===== src/rtl/pulpemu_rst_pkg.sv =====
// Shared types and constants for the FPGA emulation reset sequencer.
// State encodings are visible on state_o, so their values are fixed.
package pulpemu_rst_pkg;

  typedef enum logic [2:0] {
    ST_WAIT_LOCK  = 3'd0,
    ST_HYPER_RST  = 3'd1,
    ST_HYPER_WAIT = 3'd2,
    ST_SOC_HOLD   = 3'd3,
    ST_RUN        = 3'd4
  } rst_state_e;

  localparam int unsigned CAUSE_W    = 4;
  localparam int unsigned CAUSE_BTN  = 0;
  localparam int unsigned CAUSE_TRST = 1;
  localparam int unsigned CAUSE_LOCK = 2;
  localparam int unsigned CAUSE_SOFT = 3;

  function automatic int unsigned max3(input int unsigned a, input int unsigned b,
                                       input int unsigned c);
    int unsigned m;
    m = (a > b) ? a : b;
    return (m > c) ? m : c;
  endfunction

endpackage


===== src/rtl/pulpemu_rst_debounce.sv =====
// Multi-flop synchronizer with an optional consecutive-cycle debounce filter.
// DEBOUNCE_CYCLES <= 1 exposes the raw synchronized level with no extra delay.
module pulpemu_rst_debounce
  import pulpemu_rst_pkg::*;
#(
  parameter int unsigned SYNC_STAGES     = 2,
  parameter int unsigned DEBOUNCE_CYCLES = 16,
  parameter bit          RESET_VAL       = 1'b0
) (
  input  logic clk_i,
  input  logic rst_ni,
  input  logic async_i,
  output logic level_o
);

  logic [SYNC_STAGES-1:0] sync_q;

  always_ff @(posedge clk_i or negedge rst_ni) begin
    if (!rst_ni) begin
      sync_q <= {SYNC_STAGES{RESET_VAL}};
    end else begin
      sync_q <= {sync_q[SYNC_STAGES-2:0], async_i};
    end
  end

  generate
    if (DEBOUNCE_CYCLES <= 1) begin : g_sync_only
      assign level_o = sync_q[SYNC_STAGES-1];
    end else begin : g_debounce
      localparam int unsigned CNT_W = $clog2(DEBOUNCE_CYCLES);

      logic [CNT_W-1:0] cnt_q, cnt_d;
      logic             level_q, level_d;

      // Counter tracks how long the synced value has disagreed with the level.
      always_comb begin
        cnt_d   = '0;
        level_d = level_q;
        if (sync_q[SYNC_STAGES-1] != level_q) begin
          if (cnt_q == CNT_W'(DEBOUNCE_CYCLES - 1)) begin
            level_d = sync_q[SYNC_STAGES-1];
          end else begin
            cnt_d = cnt_q + 1'b1;
          end
        end
      end

      always_ff @(posedge clk_i or negedge rst_ni) begin
        if (!rst_ni) begin
          cnt_q   <= '0;
          level_q <= RESET_VAL;
        end else begin
          cnt_q   <= cnt_d;
          level_q <= level_d;
        end
      end

      assign level_o = level_q;
    end
  endgenerate

endmodule


===== src/rtl/pulpemu_rst_seq.sv =====
// Reset sequencer: conditions button/TRST/lock and releases HyperRAM, then
// the SoC, in a fixed order; supports a core-only soft reset from RUN.
module pulpemu_rst_seq
  import pulpemu_rst_pkg::*;
#(
  parameter int unsigned SYNC_STAGES       = 2,
  parameter int unsigned DEBOUNCE_CYCLES   = 16,
  parameter int unsigned HYPER_RST_CYCLES  = 20,
  parameter int unsigned HYPER_WAIT_CYCLES = 40,
  parameter int unsigned SOC_HOLD_CYCLES   = 32
) (
  input  logic               clk_i,
  input  logic               rst_ni,
  input  logic               pad_reset_i,
  input  logic               jtag_trst_ni,
  input  logic               clk_locked_i,
  input  logic               sw_reset_req_i,
  output logic               soc_rst_no,
  output logic               hyper_rst_no,
  output logic               ready_o,
  output logic [2:0]         state_o,
  output logic [CAUSE_W-1:0] reset_cause_o
);

  localparam int unsigned MAX_CYC = max3(HYPER_RST_CYCLES, HYPER_WAIT_CYCLES, SOC_HOLD_CYCLES);
  localparam int unsigned CNT_W   = (MAX_CYC > 1) ? $clog2(MAX_CYC) : 1;

  localparam logic [CNT_W-1:0] LOAD_HR = CNT_W'(HYPER_RST_CYCLES - 1);
  localparam logic [CNT_W-1:0] LOAD_HW = CNT_W'(HYPER_WAIT_CYCLES - 1);
  localparam logic [CNT_W-1:0] LOAD_SH = CNT_W'(SOC_HOLD_CYCLES - 1);

  logic btn_db, trst_s, lock_s, hard_req;

  pulpemu_rst_debounce #(
    .SYNC_STAGES(SYNC_STAGES), .DEBOUNCE_CYCLES(DEBOUNCE_CYCLES), .RESET_VAL(1'b1)
  ) u_btn (
    .clk_i(clk_i), .rst_ni(rst_ni), .async_i(pad_reset_i), .level_o(btn_db)
  );

  pulpemu_rst_debounce #(
    .SYNC_STAGES(SYNC_STAGES), .DEBOUNCE_CYCLES(1), .RESET_VAL(1'b0)
  ) u_trst (
    .clk_i(clk_i), .rst_ni(rst_ni), .async_i(jtag_trst_ni), .level_o(trst_s)
  );

  pulpemu_rst_debounce #(
    .SYNC_STAGES(SYNC_STAGES), .DEBOUNCE_CYCLES(1), .RESET_VAL(1'b0)
  ) u_lock (
    .clk_i(clk_i), .rst_ni(rst_ni), .async_i(clk_locked_i), .level_o(lock_s)
  );

  assign hard_req = btn_db | ~trst_s | ~lock_s;

  rst_state_e         state_q, state_d;
  logic [CNT_W-1:0]   cnt_q, cnt_d;
  logic [CAUSE_W-1:0] cause_q, cause_d;
  logic               soc_q, soc_d, hyper_q, hyper_d, ready_q, ready_d;

  // One down-counter serves every timed state; it is reloaded on each entry.
  always_comb begin
    state_d = state_q;
    cnt_d   = cnt_q;
    cause_d = cause_q;
    case (state_q)
      ST_WAIT_LOCK: begin
        if (!hard_req) begin
          state_d = ST_HYPER_RST;
          cnt_d   = LOAD_HR;
        end
      end
      ST_HYPER_RST: begin
        if (hard_req) begin
          state_d = ST_WAIT_LOCK;
        end else if (cnt_q == '0) begin
          state_d = ST_HYPER_WAIT;
          cnt_d   = LOAD_HW;
        end else begin
          cnt_d = cnt_q - 1'b1;
        end
      end
      ST_HYPER_WAIT: begin
        if (hard_req) begin
          state_d = ST_WAIT_LOCK;
        end else if (cnt_q == '0) begin
          state_d = ST_SOC_HOLD;
          cnt_d   = LOAD_SH;
        end else begin
          cnt_d = cnt_q - 1'b1;
        end
      end
      ST_SOC_HOLD: begin
        if (hard_req) begin
          state_d = ST_WAIT_LOCK;
        end else if (cnt_q == '0) begin
          state_d = ST_RUN;
        end else begin
          cnt_d = cnt_q - 1'b1;
        end
      end
      ST_RUN: begin
        if (hard_req) begin
          state_d             = ST_WAIT_LOCK;
          cause_d             = '0;
          cause_d[CAUSE_BTN]  = btn_db;
          cause_d[CAUSE_TRST] = ~trst_s;
          cause_d[CAUSE_LOCK] = ~lock_s;
        end else if (sw_reset_req_i) begin
          state_d             = ST_SOC_HOLD;
          cnt_d               = LOAD_SH;
          cause_d             = '0;
          cause_d[CAUSE_SOFT] = 1'b1;
        end
      end
      default: state_d = ST_WAIT_LOCK;
    endcase

    soc_d   = (state_d == ST_RUN);
    ready_d = (state_d == ST_RUN);
    hyper_d = (state_d == ST_HYPER_WAIT) || (state_d == ST_SOC_HOLD) || (state_d == ST_RUN);
  end

  // Outputs come straight from flops decoded off the next state, so they
  // switch on the same edge as the state register and cannot glitch.
  always_ff @(posedge clk_i or negedge rst_ni) begin
    if (!rst_ni) begin
      state_q <= ST_WAIT_LOCK;
      cnt_q   <= '0;
      cause_q <= '0;
      soc_q   <= 1'b0;
      hyper_q <= 1'b0;
      ready_q <= 1'b0;
    end else begin
      state_q <= state_d;
      cnt_q   <= cnt_d;
      cause_q <= cause_d;
      soc_q   <= soc_d;
      hyper_q <= hyper_d;
      ready_q <= ready_d;
    end
  end

  assign soc_rst_no    = soc_q;
  assign hyper_rst_no  = hyper_q;
  assign ready_o       = ready_q;
  assign state_o       = state_q;
  assign reset_cause_o = cause_q;

endmodule

===== config.mk =====
export PLATFORM = sky130hd
export DESIGN_NAME = pulpemu_rst_seq
export DESIGN_NICKNAME = d
export VERILOG_FILES = /design/src/rtl/pulpemu_rst_pkg.sv /design/src/rtl/pulpemu_rst_debounce.sv /design/src/rtl/pulpemu_rst_seq.sv
export SDC_FILE = /design/constraint.sdc
export NUM_CORES = 1
export LEC_CHECK = 0
export ABC_AREA = 0
export CAP_MARGIN = 20
export CORE_MARGIN = 1
export CORE_UTILIZATION = 45
export CTS_CLUSTER_SIZE = 28
export DETAILED_ROUTE_END_ITERATION = 16
export HOLD_SLACK_MARGIN = 0.12
export PLACE_DENSITY = 0.69
export SYNTH_ARGS = -nofsm -noshare
export SYNTH_HDL_FRONTEND = slang
export SYNTH_HIERARCHICAL = 1
export SYNTH_SLANG_ARGS = --single-unit

===== constraint.sdc =====
create_clock -name clk_i -period 1.7 [get_ports clk_i]
set_input_delay 0.34 -clock clk_i [delete_from_list [all_inputs] [get_ports clk_i]]
set_output_delay 0.34 -clock clk_i [all_outputs]
set_load 0.02 [all_outputs]

==> flow_summary.yaml <==
routing:
  wire_per_inst_um: 15.6
  first_iter_violations: 31
  wl_met2_um: 1490
  routed_wl_um: 2920
  m1WireLength_um: 1290
  highest_layer: "met4"
  dr_wl_met3_um: 62
  vias: 1086
  firstDrtPassIters: 4
  vias_per_cell: 5.81
  drc: 0
  drtAntennaViolNets: 0
status:
  status: "finished clean"
synthesis:
  seq_area_frac_synth: 0.492
  yosysMostFrequentCell: "dfrtp_1"
  syn-num-nets: 126
  synthTopCellsByCount: "23 x dfrtp_1, 11 x nor2_1, 8 x a21oi_1, 7 x o21ai_0"
  ys.flop_type: "dfrtp_1"
  synth.distinct_cells: 46
  ys_seq_elements: 26
  postSynthAreaPerCell_um2: 11.3
  syn-cell-area_mm2: 0.00133
  synth_edf_count: 0
  async_flop_share: 1.00
  yosysWarnings: 6
  netlist_instances: 118
  synth.top_cell.area_share: 0.433
  synth_area_leaders: "dfrtp_1 43%, dfstp_2 5.9%, nor3b_4 4.2%"
  synth_area_leader_cell: "dfrtp_1"
clock_network:
  clkSinkCount: 26
  cts_tree: "yes"
  htreeDepth: 1
  cts_root_buffer: "clkbuf_4"
  clock_latency_ps: 330
  clkTransAtPathRegs_ps: 150
  numCtsBuffers: 3
  max-clock-path-buffers: 2
final_layout:
  n_antenna_cell: 0
  final_util: 0.638
  area_growth_pct: 33.4
  drive_gt1_frac: 0.385
  final_area_mm2: 0.00177
  fin_nets: 165
  fin_cells: 187
die:
  die_area_mm2: 0.00318
  num_rows: 19
  io_pins: 16
  die_x_um: 56.4
  core-area_mm2: 0.00278
  die_y_um: 56.4
  initial_utilization: 0.478
placement:
  dpl_cell_area_mm2: 0.00161
  placedCellCount: 177
  place_ws_ps: -56.2
  gp_congestion: 0.997
  portBuffers: 15
  hpwl_um: 2020
worst_setup_path:
  start_kind: "flop"
  worstSetupEndpointType: "flop"
  required_ps: 1970
  path_buf_inv: 0
  max_stage_delay_ps: 520
  cp_max_fo: 11
  critPathTopFamily: "compound AO/OA/AOI/OAI gates"
  cp.arrival_ps: 1950
  critPathKind: "reg -> reg"
  critical_path.slowest_cell: "dfrtp_2"
  cp_cell_sequence: "and2b_1, a21bo_2, a221oi_1, a221o_1"
sta:
  skew_ps: 18.9
  hold_viol: 0
  setup_ws_ps: 12.1
  worstMarginPinSlew_ps: 368
  slew_viol_final: 0
  setup_viol: 0
  period_share: 0.993
  finalCriticalPeriod_ps: 1690
  fmax_mhz: 592
  hold_ws_ps: 345
  maxSlewHeadroom: 0.748
  rsz0062_at_grt: "yes"
pwr:
  p_comb_frac: 0.172
  p_switching_w: 0.000351
  p_seq_frac: 0.514
  power_switching_share: 0.257
  leakage_nw: 0.771
  vdd_ir_drop_max_mv: 0.726
  power.share.clock: 0.314
  cellPowerDensity_mw_per_mm2: 768
  p_int_w: 0.00101
run:
  max_cap_viol_count: 0
grt:
  grt_overflow_total: 0
  grt_max_degree: 27
  grt.total_usage: 0.198
  grt_pass1_vias: 1094
  antenna_found_initial: 0
  grt_pass1_wl_um: 4850
worst_hold_path:
  min_path_type: "in -> async"
[worst register-to-register path, stage by stage (launching register included)]
cell      delay, ps
dfrtp_2         520
and2b_1         320
a21bo_2         260
a221oi_1        360
a221o_1         160
[repair_timing]
item                                    CTS  global route
setup buffers                             3             3
resized for setup                         8            15
endpoints found under the setup margin   12            10
hold endpoints to repair                  0             0
hold buffers                              0             0
pin swaps                                 3             4
[power groups by stage]
stage	Sequential, W	Combinational, W	Clock [W]
2_1_floorplan	0.000697	0.000121	0
3_3_place_gp	0.000705	0.000200	0
3_5_place_dp	0.000708	0.000203	0
4_1_cts	0.000697	0.000214	0.000431
5_1_grt	0.000707	0.000259	0.000454
6_report	0.000700	0.000235	0.000428
[cell usage in the layout (no fill, tap or decap), drive strengths merged, types with 2 or more instances in the layout]
master,Yosys,layout
clkbuf,0,3
xnor2,3,3
nor2,12,12
nand2,5,5
dlygate4sd2,0,3
a31oi,3,3
nand3,4,4
a21oi,8,8
nand2b,2,2
ha,2,2
nor2b,2,2
buf,4,23
a32o,2,2
o21a,2,2
a221o,2,2
clkdlybuf4s50,0,11
dfstp,3,3
a221oi,2,2
o21ai,9,9
nor3b,4,4
inv,5,5
dfrtp,23,23
[layer usage]
metal	up-vias	global-route usage
li1	514	-
met1	540	0.258
met4	0	0.111
met3	8	0.0276
met2	24	0.318
met5	-	0
[per-stage QoR]
stage                     power (W)  TNS (ps)
after floorplan            0.000818         0
after global placement     0.000906     -50.0
after detailed placement   0.000911      -175
after CTS                   0.00134     -10.1
after global routing        0.00142      -148
final                       0.00136         0
[registers in the layout, indices dropped and copies added (netlist names)]
signal and count:
cnt_q 6, ready_o 1, u_trst/sync_q 2, u_btn/sync_q 2, u_btn/level_o 1, hyper_rst_no 1, u_lock/sync_q 2, u_btn/g_debounce.cnt_q 4
reset_cause_o 4, state_o 3
[cell type report]
type	instances	area, um^2
clock buffers	3	22.5
clock inverters	1	30.0
multi-input cells	83	681
repair buffers	38	325
fillers	220	1010
flip-flops and latches	26	658
well taps	31	38.8
inverters	5	18.8
[cell families after synthesis]
| kind of cell | after synthesis | share of synthesized area |
|---|---|---|
| buf+inv | 9 | 0.0395 |
| compound gates | 39 | 0.220 |
| flops | 26 | 0.492 |
| simple gates | 37 | 0.191 |
| fa+ha+maj | 2 | 0.0188 |
| xor+xnor | 3 | 0.0198 |
| mux | 2 | 0.0188 |
[worst paths after layout]
| path | slack (ps) | start | depth (start not counted) | end |
|---|---|---|---|---|
| min reg2reg | 370 | u_trst/sync_q[0]$_DFF_PN0_ | 0 | u_trst/sync_q[1]$_DFF_PN0_ |
| min in group clk_i | 370 | u_trst/sync_q[0]$_DFF_PN0_ | 0 | u_trst/sync_q[1]$_DFF_PN0_ |
| min | 340 | rst_ni | 2 | u_lock/sync_q[1]$_DFF_PN0_ |
| max | 10 | state_o[2]$_DFF_PN0_ | 4 | cnt_q[2]$_DFFE_PN0P_ |
| max reg2reg | 10 | state_o[2]$_DFF_PN0_ | 4 | cnt_q[2]$_DFFE_PN0P_ |
| max in group asynchronous | 1070 | rst_ni | 2 | u_btn/level_o$_DFFE_PN1P_ |
(Power assumes the default switching activity.)
